## src/rtl/fpu_arb_pkg.sv

```systemverilog
// Shared types and latency constants for the fadd request scheduler.
package fpu_arb_pkg;

  localparam int unsigned FADD_LAT  = 2;
  localparam int unsigned ISSUE_LAT = 1;
  localparam int unsigned RSP_LAT   = ISSUE_LAT + FADD_LAT;
  localparam int unsigned MAX_NREQ  = 8;
  localparam int unsigned ID_W      = $clog2(MAX_NREQ);

  typedef logic [31:0] word_t;

  // The tag id is sized for the largest supported requester count, so one
  // type serves every NREQ.
  typedef struct packed {
    logic            valid;
    logic [ID_W-1:0] id;
  } tag_t;

endpackage

```

## src/rtl/rr_arbiter.sv

```systemverilog
// Combinational round-robin pick: first set bit of req at or after ptr.
module rr_arbiter #(
  parameter int unsigned NREQ  = 4,
  parameter int unsigned PTR_W = $clog2(NREQ)
) (
  input  logic [NREQ-1:0]  req,
  input  logic [PTR_W-1:0] ptr,
  input  logic             en,
  output logic [NREQ-1:0]  gnt,
  output logic [PTR_W-1:0] gidx
);

  int   idx;
  logic found;

  always_comb begin
    gnt   = '0;
    gidx  = '0;
    found = 1'b0;
    idx   = 0;
    if (en) begin
      for (int i = 0; i < int'(NREQ); i++) begin
        idx = (int'(ptr) + i) % int'(NREQ);
        if (!found && req[idx[PTR_W-1:0]]) begin
          found                = 1'b1;
          gnt[idx[PTR_W-1:0]]  = 1'b1;
          gidx                 = idx[PTR_W-1:0];
        end
      end
    end
  end

endmodule

```

## src/rtl/fadd_arbiter.sv

```systemverilog
// Round-robin front end sharing one two-stage fadd pipeline among NREQ
// requesters, with an owner-tag pipeline that routes each result back.
module fadd_arbiter
  import fpu_arb_pkg::*;
#(
  parameter int unsigned NREQ  = 4,
  parameter int unsigned CNT_W = 16
) (
  input  logic                  clk,
  input  logic                  rst_n,
  input  logic [NREQ-1:0]       req_valid,
  output logic [NREQ-1:0]       req_ready,
  input  word_t [NREQ-1:0]      req_x1,
  input  word_t [NREQ-1:0]      req_x2,
  input  logic [NREQ-1:0]       req_sub,
  input  logic                  hold,
  output word_t                 fadd_x1,
  output word_t                 fadd_x2,
  input  word_t                 fadd_y,
  output logic [NREQ-1:0]       rsp_valid,
  output word_t                 rsp_y,
  output logic                  busy,
  output logic [CNT_W-1:0]      ops_issued
);

  localparam int unsigned PTR_W = $clog2(NREQ);

  logic [PTR_W-1:0]         ptr_q;
  logic [PTR_W-1:0]         ptr_nxt;
  logic [PTR_W-1:0]         gidx;
  logic                     accept;
  word_t                    x1_q;
  word_t                    x2_q;
  tag_t [RSP_LAT-1:0]       tag_q;
  logic [CNT_W-1:0]         ops_q;

  rr_arbiter #(.NREQ(NREQ), .PTR_W(PTR_W)) u_rr (
    .req  (req_valid),
    .ptr  (ptr_q),
    .en   (~hold),
    .gnt  (req_ready),
    .gidx (gidx)
  );

  always_comb begin
    accept  = |(req_valid & req_ready);
    ptr_nxt = (gidx == PTR_W'(NREQ - 1)) ? '0 : gidx + PTR_W'(1);
  end

  // Issue stage: pointer, operand capture (subtract folds into x2 sign), counter.
  always_ff @(posedge clk or negedge rst_n) begin
    if (!rst_n) begin
      ptr_q <= '0;
      x1_q  <= '0;
      x2_q  <= '0;
      ops_q <= '0;
    end else if (accept) begin
      ptr_q <= ptr_nxt;
      x1_q  <= req_x1[gidx];
      x2_q  <= {req_x2[gidx][31] ^ req_sub[gidx], req_x2[gidx][30:0]};
      ops_q <= ops_q + CNT_W'(1);
    end
  end

  // Owner tags advance in lockstep with the adder; no stall path exists.
  always_ff @(posedge clk or negedge rst_n) begin
    if (!rst_n) begin
      tag_q <= '0;
    end else begin
      tag_q[0] <= '{valid: accept, id: ID_W'(gidx)};
      for (int i = 1; i < int'(RSP_LAT); i++) begin
        tag_q[i] <= tag_q[i-1];
      end
    end
  end

  always_comb begin
    rsp_valid = '0;
    busy      = 1'b0;
    for (int i = 0; i < int'(NREQ); i++) begin
      rsp_valid[i] = tag_q[RSP_LAT-1].valid && (tag_q[RSP_LAT-1].id == ID_W'(i));
    end
    for (int i = 0; i < int'(RSP_LAT); i++) begin
      busy = busy | tag_q[i].valid;
    end
  end

  assign fadd_x1    = x1_q;
  assign fadd_x2    = x2_q;
  assign rsp_y      = fadd_y;
  assign ops_issued = ops_q;

endmodule

```

## config.mk

```make
export PLATFORM = sky130hd
export DESIGN_NAME = fadd_arbiter
export DESIGN_NICKNAME = d
export VERILOG_FILES = /design/src/rtl/fpu_arb_pkg.sv /design/src/rtl/rr_arbiter.sv /design/src/rtl/fadd_arbiter.sv
export SDC_FILE = /design/constraint.sdc
export NUM_CORES = 1
export LEC_CHECK = 0
export ABC_AREA = 0
export CAP_MARGIN = 10
export CORE_MARGIN = 4
export CORE_UTILIZATION = 25
export CTS_BUF_LIST = sky130_fd_sc_hd__clkbuf_8
export DETAILED_ROUTE_END_ITERATION = 7
export HOLD_SLACK_MARGIN = 0.06
export PLACE_DENSITY = 0.7
export SKIP_CTS_REPAIR_TIMING = 1
export SYNTH_ARGS = -nofsm -noshare
export SYNTH_HDL_FRONTEND = slang
export SYNTH_SLANG_ARGS = --single-unit
export TNS_END_PERCENT = 30
```

## constraint.sdc

```tcl
create_clock -name clk -period 3.2 [get_ports clk]
set_clock_uncertainty 0.1 [all_clocks]
set_input_delay 0.64 -clock clk [delete_from_list [all_inputs] [get_ports clk]]
set_output_delay 0.64 -clock clk [all_outputs]
set_load 0.03 [all_outputs]
```

# --- Yosys cells after proc, flatten, opt, wreduce, memory -nomap -nowiden ---
# Index checks and enable logic that the tools add are counted.
classes:
  n_addsub: 5
  n_mul: 0
  div_mod_pow: 0
  magnitude_cmp: 9
  eq_ne: 4
  shift: 0
  mux: 42
  n_bitwise: 7
  n_reduce_logical: 16
ops:
  columns: ["cell", "count"]
  rows:
  - ["binary-select mux 32 bit (select 2 bit)", 2]
  - ["2-to-1 mux 32 bit", 2]
  - ["2-to-1 mux 4 bit", 8]
  - ["adder 16 x 1 -> 16 bit (second input constant)", 1]
  - ["< comparator 2 x 3 -> 1 bit (second input constant)", 5]
  - ["2-to-1 mux 1 bit", 15]
  - ["2-to-1 mux 2 bit", 6]
  - ["bitwise OR 4 bit", 3]
  - ["logical AND 1 bit", 11]
  - ["binary-select mux 1 bit (select 2 bit)", 5]
  - ["demux 1 bit (select 2 bit)", 4]
  - [">= comparator 2 x 1 -> 1 bit (second input constant)", 4]
  - ["== test 2 bit (second input constant)", 3]
  - ["adder 2 x 1 -> 2 bit (second input constant)", 2]
  - ["adder 2 bit (second input constant)", 2]
  - ["bitwise AND 4 bit", 1]
  - ["OR reduction 4 bit", 1]
  - ["logical NOT 1 bit", 3]
  - ["logical NOT 3 bit", 1]
  - ["== test 2 x 1 -> 1 bit (second input constant)", 1]
  - ["bitwise OR 1 bit", 2]
  - ["XOR 1 bit", 1]
word_totals:
  regBits: 91
  latchBits: 0
  ram_bits: 0
  rom_bits: 0
  input_bits: 299
  output_inout_bits: 121
  memories: 0

# --- Logic depth before layout (Yosys ltp) ---
# Gate-level depths: netlist of the first run.
logic_depth:
  ltp_word: 19
  ltp_mapped: 14
  mapped_depth_nobuf: 9

# --- Modules after synthesis ---
# Synthesis of the first run repeated with hierarchy kept, for this count alone.
hier_totals:
  cells_unflattened: 423
  area_unflattened_um2: 6127.1
modules_own_cells:
  columns: ["module", "n_inst", "cells_each", "area_per_inst_um2", "seq_area_each_um2"]
  rows:
  - ["fadd_arbiter", 1, 338, 5432.7, 2277.2]
  - ["rr_arbiter", 1, 85, 694.4, 0.0]

# --- Worst setup path after synthesis of the first run ---
# Ideal clock, no wire load.
synth_path:
  path_kind: "reg-to-reg"
  startpoint: "register ptr_q[0]"
  endpoint: "register x1_q[26] (netlist: fadd_x1[26])"
  setup_time_ns: 0.127
  t_arrival_ns: 3.076
  required_ns: 2.973
  slack_ns: -0.104
  path_stages_with_launch: 13
  synth_period_minus_slack_ns: 3.304
  path_cell_list: "dfrtp_1 buf_6 buf_2 inv_1 ha_1 mux4_2 a21oi_1 a2bb2oi_1 a22o_1 o41a_1 buf_6 buf_6 mux2_1"
synth_via:
  elab_chain_cells: 18
  word_cells_on_any_way: 63
synth_rtl:
  columns: ["item", "line", "text"]
  rows:
  - ["from (decl)", "fadd_arbiter.sv:28", "logic [PTR_W-1:0] ptr_q;"]
  - ["from (signal assigned)", "fadd_arbiter.sv:58", "ptr_q <= ptr_nxt;"]
  - ["parallel branches: the longest is 18 deep, another holds < comparator 2 x 3 -> 1 bit", null, null]
  - ["to (signal assigned)", "fadd_arbiter.sv:59", "x1_q <= req_x1[gidx];"]
  - ["to (decl)", "fadd_arbiter.sv:32", "word_t x1_q;"]
# Several ways; the timed one is not identified. The select of a mux whose other input is x is not followed.
# A chain may end at the register's enable or synchronous reset.

# --- Worst setup path in the final report of the first run ---
layout_path:
  startpoint: "register ptr_q[0]"
  endpoint: "output req_ready[3]"
layout_via:
  elab_chain_cells: 16
  word_cells_on_any_way: 54
layout_rtl:
  columns: ["item", "line", "text"]
  rows:
  - ["parallel branches: the longest is 14 deep, another holds < comparator 2 x 3 -> 1 bit", null, null]
  - ["2-to-1 mux 4 bit *", "rr_arbiter.sv:24", "if (!found && req[idx[PTR_W-1:0]]) begin"]
  - ["2-to-1 mux 4 bit *", "rr_arbiter.sv:21", "if (en) begin"]
  - ["to (decl)", "fadd_arbiter.sv:12", "output logic [NREQ-1:0] req_ready,"]
# Mark *: on every way between the ends. The select of a mux whose other input is x is not followed.

==> results, run 1 <==
- The worst-skew pair later-pin latency is between 300 and 400 ps.
- The number of sinks handled by clock tree synthesis is 91.
- At the pin with the least slew margin, the transition time is 635 ps.
- The iteration count of the initial detailed-routing pass is 4.
- The most common flop cell mapped by yosys is sky130_fd_sc_hd__dfrtp_1.
- The cell count after synthesis is 554.
- In this run the number of H-tree levels came out at 3.
- The HPWL reported at the end of detailed placement is 18.2 mm.
- The count of flip-flops with a built-in enable after synthesis is 0.
- The number of max-slew violations in the final report is 0.
- The arrival time reported for the critical path endpoint is 2410 ps.
- Entering global routing, the biggest net connects 49 pins.
- The repair_antennas step left the layout with diodes totalling 0.
- The number of buffers on the longest clock path is 2.
- The region available for standard cell placement spans around 25000 sq um.
- The worst setup path is captured at an output port.
- The top-level I/O count is 420.
- The leakage power is 4.96 nW.
- The cell area after placement is approximately 10000 sq um.
- The initial standard-cell utilization of the core is roughly a quarter.
- Once detail routing completed, the nets flagged for antenna violations numbered 0.
- Input and output buffers added on the ports amount to 355.
- Sequential cells were found to cover around 36% of the synthesized design area.
- In the routed layout, each cell is associated on average with a via count of 4.51.
- The CTS tree is built.
- The final RePlAce weighted congestion is about 0.8.
- The ratio of cells with drive above 1 in the final layout is ~16%.
- At the end of the flow the core is filled with cells to roughly 43%.
- The min-delay analysis places its worst path in the category in2async.
- Across the run, the number of max-cap violations was 0.
- The part of the cycle the worst path needs is 98.6%.
- The hold violation count in the final report is 0.
- Prior to clock tree synthesis, the placed netlist has a worst setup slack of -569 ps.
- The fmax is around 0.32 GHz.
- Across all setup checks in the final design, the least slack found is 45.6 ps.
- The largest vdd supply drop is 0.000422 V.
- The final design area excluding fillers is 10700 sq um.
- The synthesized netlist net count is between 800 and 900.
- The register bit count reported by yosys is between 90 and 100.
- Dividing the detail-routed wire length by the instance count gives between 15 and 20 um.
- The maximum net fanout on the critical path is 7.
- The number of nets in the layout is between 1000 and 1500.
- The critical path is of the reg2out type.
- The distinct cell type count after synthesis is 47.
- Relative to the synthesized area, the layout overhead comes to 67.9%.
- In the synthesized netlist the async set-or-reset flop fraction comes to 100%.
- Setup total negative slack on the finished layout was measured at 0 ps.
- After layout, the minimum clock period comes to 3150 ps.
- The DRC violation count after routing is 0.
- The root buffer cell chosen for the clock tree is sky130_fd_sc_hd__clkbuf_8.
- The overall global routing resource usage is 14.9%.
- Setup repair after global routing could not meet its margin everywhere.
- The final non-filler cell total is 1248.
- The flow ran to the end, and the final reports show no timing, DRC or antenna violations.
- The global-route wire length before repair is about 33 mm.
- In this run the tightest slew margin relative to its limit is 57.6%.
- The row count is just under 60.
- The clock transition at the registers of the reported paths is 100 ps.
- The die height is 168 um.
- Counting tap cells, the placed design contains a total of ~1200 instances.
- Data on the critical path is required at its endpoint by approximately 2500 ps.
- The cell area after synthesis is 6380 sq um.
- The number of cells traversed by the worst register-to-register path is 10.
- In this run, the number of DRC markers left after iteration 0 of detailed routing was 167.
- The detailed-route wire length is 22.1 mm.
- The total global routing overflow is 0.
- In this run the power density over the cells is 847 nW/um^2.
- The die footprint is 28100 sq um.
- The count of yosys warnings during synthesis is 0.
- A synthesized cell averages 11.5 sq um.
- Setup violations remaining at the end of the flow were counted as 0.
- The number of CTS-inserted buffers is 9.
- Across all layers, the routed design uses 5628 vias.
- From left edge to right edge, the die measures approximately 170 um.
- The initial antenna violation count is 0.
- The worst setup path is launched from a register.
- The via count of the first global-routing pass was 5927.
routing by layer:
| layer | wire length, um | share of wire, % | track usage [%] |
|---|---|---|---|
| met4 | 229 | 1.0 | 3.11 |
| met5 | 0 | 0 | 0 |
| met1 | 8190 | 37 | 16.3 |
| met2 | 11700 | 53 | 27.5 |
| met3 | 2030 | 9.1 | 5.48 |
synthesized netlist by cell type (all sizes together), types with 5 or more instances:
master | instances | share of area, %
nand2 | 20 | 1.2
mux2 | 66 | 12
nor2 | 12 | 0.71
mux2i | 193 | 30
o21ai | 5 | 0.39
and3 | 7 | 0.69
ha | 8 | 1.6
nor3 | 8 | 0.63
nand4 | 7 | 0.78
dfrtp | 91 | 36
a21oi | 5 | 0.39
xnor2 | 9 | 1.2
xor2 | 11 | 1.5
buf | 65 | 7.3
critical path, stage by stage (launching register included):
cell and delay (ps):
sky130_fd_sc_hd__dfrtp_1 430, sky130_fd_sc_hd__inv_2 100, sky130_fd_sc_hd__ha_4 320, sky130_fd_sc_hd__mux4_2 390, sky130_fd_sc_hd__buf_6 160, sky130_fd_sc_hd__nand3b_1 160, sky130_fd_sc_hd__a2bb2oi_2 180, sky130_fd_sc_hd__a21oi_1 70
sky130_fd_sc_hd__nor2_1 80, sky130_fd_sc_hd__buf_4 160
power breakdown:
| part | switching, mW | internal, mW |
|---|---|---|
| registers | 0.312 | 1.68 |
| logic | 3.07 | 3.15 |
| clock network | 0.461 | 0.400 |
| total | 3.84 | 5.23 |
cell type report:
class / instances / area, sq um
clock buffers: 10 / 138
clock inverters: 6 / 76.3
fillers: 2449 / 14400
inverters: 5 / 20.0
multi-input cells: 389 / 3650
flip-flops and latches: 91 / 2280
well taps: 330 / 413
repair buffers: 417 / 4140
cells by family (layout without fill, tap and decap cells):
logic type      count (synthesis)  after routing  synth area share [%]
mux                           262            262                  43.0
simple gates                   71             71                  6.02
fa+ha+maj                       8              8                  1.57
flops                          91             91                  35.7
buf+inv                        74            438                  7.86
xor+xnor                       20             20                  2.75
compound gates                 28             28                  3.12
sequential cells by signal, summed over array words and instances (netlist names):
register / count
ops_issued: 16
ptr_q: 2
fadd_x2: 32
tag_q: 9
fadd_x1: 32
stage by stage:
step	total power [mW]	hold slack, ps
2_1_floorplan	5.86	231
3_3_place_gp	8.08	232
3_5_place_dp	8.16	236
4_1_cts	9.09	159
5_1_grt	9.65	174
6_report	9.07	167
layout by cell type (no fill, tap or decap), types with 3 or more instances in the layout:
master and n:
sky130_fd_sc_hd__buf_4 55, sky130_fd_sc_hd__xnor2_1 9, sky130_fd_sc_hd__inv_1 3, sky130_fd_sc_hd__nor2_1 12
sky130_fd_sc_hd__inv_6 4, sky130_fd_sc_hd__dlymetal6s2s_1 4, sky130_fd_sc_hd__and3_1 7, sky130_fd_sc_hd__mux4_2 3
sky130_fd_sc_hd__mux2i_1 192, sky130_fd_sc_hd__ha_1 7, sky130_fd_sc_hd__nand2_1 20, sky130_fd_sc_hd__nand4_1 6
sky130_fd_sc_hd__mux2_1 14, sky130_fd_sc_hd__clkdlybuf4s50_1 346, sky130_fd_sc_hd__o21ai_1 4, sky130_fd_sc_hd__clkbuf_8 10
sky130_fd_sc_hd__o211ai_1 4, sky130_fd_sc_hd__dfrtp_1 91, sky130_fd_sc_hd__nor3_1 7, sky130_fd_sc_hd__mux2_2 52
sky130_fd_sc_hd__xor2_1 11, sky130_fd_sc_hd__a21oi_1 3, sky130_fd_sc_hd__buf_12 9
worst paths after layout:
path / end / start / slack [ps]
setup / recovery: req_ready[3] / ptr_q[0]$_DFFE_PN0P_ / 50
hold / removal: fadd_x1[10]$_DFFE_PN0P_ / rst_n / 170
setup reg to reg: fadd_x2[12]$_DFFE_PN0P_ / ptr_q[0]$_DFFE_PN0P_ / 50
hold reg to reg: tag_q[8]$_DFF_PN0_ / tag_q[4]$_DFF_PN0_ / 250
max in group asynchronous: fadd_x2[4]$_DFFE_PN0P_ / rst_n / 2160
min in group clk: tag_q[8]$_DFF_PN0_ / tag_q[4]$_DFF_PN0_ / 250
No activity file was read; power rests on OpenSTA's default activity.
==> inputs of run 2 (changes only) <==
Settings changed: CORE_MARGIN 4 to 5, CTS_BUF_LIST sky130_fd_sc_hd__clkbuf_8 to unset, PLACE_DENSITY 0.7 to 0.71, SYNTH_HIERARCHICAL set to 1.
==> run 2 against run 1 <==
Compared with the run above:
- largest cell class unchanged
- core utilization increased by 1.6 points
- largest power group unchanged
- non-clock buffer count shrank 9
- hold slack better by 54 ps
- fmax shrank 0.38%
- worst setup slack worse by 12 ps
- first-iteration DRC count grew 13%
- routed wire length is 0.23% higher
- global-route usage down 0.18 points
- sequential power barely moved
- clock power grew 29%
==> results, run 2 <==
- The power density over cell area is 876 nW/um^2 (+3.5%).
- The cell accounting for the most synthesized area is sky130_fd_sc_hd__dfrtp_1.
- The flow ran to the end, and the final reports show no timing, DRC or antenna violations.
- The cell count after synthesis came to 423 (-24%).
- The distinct cell type count after synthesis came to 47 (unchanged).
- The number of max-slew violations in the final report is 0 (unchanged).
- The critical register-to-register path endpoint is fadd_x1[9]$_DFFE_PN0P_.
- The worst setup slack before clock tree synthesis is -532 ps (+37.7 ps).
- The portion of the post-synthesis area used by sequential elements is 37.2% (+1.5 points).
- The leakage power came to 4.21 nW (-15%).
- The DRC violation count after routing is 0 (unchanged).
- The initial standard-cell utilization of the core is 25.3% (-0.14 points).
- The row count is 57 (-1.7%).
- The fmax was 0.316 GHz (-0.38%).
- The cell area after placement is 10200 sq um (-1.9%).
- The iteration count of the initial detailed-routing pass was 4 (unchanged).
- The detailed-route wire length is 22.2 mm (+0.23%).
- The post-route total power is 9.42 mW (+3.8%).
- The routed via count divided by cell count is 4.61 (+2.3%).
- The final worst-path setup slack was 33.5 ps (-12.1 ps).
- The number of fill cells in the layout is 2236 (-8.7%).
- The number of CTS-inserted buffers came to 9 (unchanged).
- The average detailed-routed wire length per instance is 20.1 um (+13%).
- The final critical-path required period is 3170 ps (+12.1 ps).
- The met3 demand-to-capacity share in global routing is 4.62% (-0.85 points).
- The total global routing overflow is 0 (unchanged).
- The largest net degree at the start of global routing is 48 (-2.0%).
- STA classifies the critical path endpoint as a register.
- The worst-skew pair later-pin latency is 340 ps (-30 ps).
- The global-route wire length before repair is 31.9 mm (-4.2%).
- The final setup violation count is 0 (unchanged).
- The HPWL reported at the end of detailed placement is 17.7 mm (-2.6%).
- The die footprint is 27700 sq um (-1.4%).
- The number of buffers on the longest clock path was 2 (unchanged).
- The met2 track demand over resource is 26.1% (-1.5 points).
- The count of yosys warnings during synthesis is 6 (+6).
- The headroom to the max-slew limit is 56.2% (-1.5 points).
- The top cell types in the final layout, fill and taps aside, are sky130_fd_sc_hd__clkdlybuf4s50_1 (346), sky130_fd_sc_hd__dfrtp_1 (90), sky130_fd_sc_hd__mux4_2 (65).
- Setup repair after global routing could not meet its margin everywhere.
- The required time reported for the critical path endpoint is 3330 ps (+870 ps).
- The most common library cell in the layout ignoring fill and taps is sky130_fd_sc_hd__clkdlybuf4s50_1.
- The part of the cycle the worst path needs was 99.0% (+0.38 points).
- The number of design-rule violations left by the first detailed-router iteration came to 188 (+13%).
- The number of nets in the layout is 1088 (-11%).
- The met1 global-route usage is 17.3% (+0.98 points).
- The die height is 167 um (-0.72%).
- Clock tree synthesis selected as its root buffer the cell sky130_fd_sc_hd__clkbuf_16.
- In this run the critical register-to-register path is launched from ptr_q[0]$_DFFE_PN0P_.
- The aggregate negative setup slack was 0 ps (unchanged).
- The post-synthesis to final-layout area growth is 75.4%.
- The arrival time reported for the critical path endpoint is 3300 ps (+890 ps).
- The share of synthesized registers carrying an async set or reset came to 100% (unchanged).
- The average cell area after synthesis is 14.5 sq um (+26%).
- The register bit count reported by yosys is 91 (unchanged).
- The largest vdd supply drop was 0.000354 V (-16%).
- The global-route layer with the greatest usage is met2.
- For this run, the leading register cell type out of synthesis is sky130_fd_sc_hd__dfrtp_1.
- The actual transition at the worst max-transition pin is 657 ps (+22.0 ps).
- The footprint of the multi-input gates is 3510 sq um (-3.9%).
- The end point of the critical path is fadd_x1[9]$_DFFE_PN0P_.
- The startpoint type of the worst setup path is a register.
- TritonCTS built the clock tree.
- The cell area after synthesis is 6130 sq um (-4.0%).
- The synthesized netlist net count is 732 (-15%).
- The die span in x was 167 um (-0.72%).
- The ratio of cells with drive above 1 in the final layout is 29.8% (+13 points).
- The tightest min-delay check is of the in2async type.
- The maximum level of the CTS H-tree is 3 (unchanged).
- The via count of the first global-routing pass is 5477 (-7.6%).
- The register-to-register path setup slack is 30 ps (about the same).
- The final RePlAce weighted congestion is 0.907 (+12%).
- Yosys instantiated no cell more often than sky130_fd_sc_hd__dfrtp_1.
- The count of buffers inserted at the top-level ports is 355 (unchanged).
- By area the synthesized netlist is led by sky130_fd_sc_hd__dfrtp_1 (37%), sky130_fd_sc_hd__mux4_2 (24%), sky130_fd_sc_hd__mux2_4 (11%).
- The remaining antenna violation count is 0 (unchanged).
- The top-area cell type share of the netlist area came to 37.2% (+1.5 points).
- The standard cell core area is 24200 sq um (-3.4%).
- The top-level I/O count came to 420 (unchanged).
- The final design area excluding fillers was 10700 sq um (+0.29%).
- The number of cells traversed by the worst register-to-register path is 11 (+1).
- The clock transition at the registers of the reported paths is 70 ps (-30 ps).
- The number of max-cap violations is 0 (unchanged).
- The number of sinks handled by clock tree synthesis is 91 (unchanged).
- The hold violation count in the final report is 0 (unchanged).
- The commonest cells after synthesis are sky130_fd_sc_hd__dfrtp_1 (91), sky130_fd_sc_hd__mux4_2 (65), sky130_fd_sc_hd__mux2_4 (43), sky130_fd_sc_hd__buf_4 (38), sky130_fd_sc_hd__mux2_2 (26).
- The maximum net fanout on the critical path was 8 (+1).
- The via count is 5108 (-9.2%).
- In this run the worst setup path begins at ptr_q[0]$_DFFE_PN0P_.
- The number of inserted diodes was 0 (unchanged).
- The overall global routing resource usage is 14.7% (-0.18 points).
- The initial antenna violation count is 1 (+1).
- The critical path is of the reg2reg type.
- The count of flip-flops with a built-in enable after synthesis came to 0 (unchanged).
- The storage element area is 2280 sq um (about the same).
==> run 2: layout make-up <==
class                   instances  area share (%)
multi-input cells             262            32.7
repair buffers                408            39.2
clock inverters                 6           0.675
flip-flops and latches         91            21.2
clock buffers                   9            2.10
inverters                       7           0.338
well taps                     324            3.77
==> run 2: routing by layer <==
metal | part of all wire, % | vias to the layer above | wire [um]
met1 | 39 | 2521 | 8680
met2 | 51 | 248 | 11300
li1 | - | 2311 | -
met3 | 8.4 | 26 | 1860
met5 | 0.032 | - | 7
met4 | 1.4 | 2 | 314
==> run 2: logic make-up (layout without fill, tap and decap cells) <==
logic type / Yosys count / after routing / share of synthesized area (%)
AOI/OAI and AO/OA: 38 / 38 / 4.90
xor gates and xnor gates: 19 / 19 / 2.72
adders and majority gates: 10 / 10 / 2.04
buffers and inverters: 70 / 430 / 8.15
DFF: 91 / 91 / 37.2
muxes: 141 / 141 / 40.4
and+or+nand+nor: 54 / 54 / 4.66
==> run 2: worst max-delay path, cell delays in order (launching register included) <==
cell                      delay [ps]
sky130_fd_sc_hd__dfrtp_2         510
sky130_fd_sc_hd__buf_6           160
sky130_fd_sc_hd__mux2_4          310
sky130_fd_sc_hd__buf_12          140
sky130_fd_sc_hd__mux2i_4         170
sky130_fd_sc_hd__nor3_2           70
sky130_fd_sc_hd__o32ai_4         400
sky130_fd_sc_hd__buf_12          210
sky130_fd_sc_hd__buf_4           120
sky130_fd_sc_hd__buf_4           110
sky130_fd_sc_hd__mux4_2          490
sky130_fd_sc_hd__mux2_2          270
==> run 2: worst min-delay path by stage <==
stage,from,endpoint,slack [ps]
5_1_grt,rst_n,fadd_x2[22]$_DFFE_PN0P_,250
2_1_floorplan,tag_q[0]$_DFF_PN0_,tag_q[4]$_DFF_PN0_,230
3_3_place_gp,tag_q[5]$_DFF_PN0_,tag_q[9]$_DFF_PN0_,230
3_5_place_dp,tag_q[1]$_DFF_PN0_,tag_q[5]$_DFF_PN0_,240
6_report,rst_n,fadd_x2[14]$_DFFE_PN0P_,220
4_1_cts,rst_n,fadd_x2[22]$_DFFE_PN0P_,230
==> run 2: metrics by stage <==
stage	hold slack, ps	instances	utilization, %
detailed placement	236	1084	42.1
global placement	232	1084	42.1
CTS	230	1099	43.3
finish	221	1107	44.3
floorplan	231	423	-
global route	253	1107	44.3
==> run 2: report_power, final <==
group          internal, mW  leakage (nW)  total [mW]  switching [mW]
Combinational          3.43          2.98        6.28            2.85
Clock                 0.612         0.143        1.11           0.494
Sequential             1.69          1.09        2.03           0.347
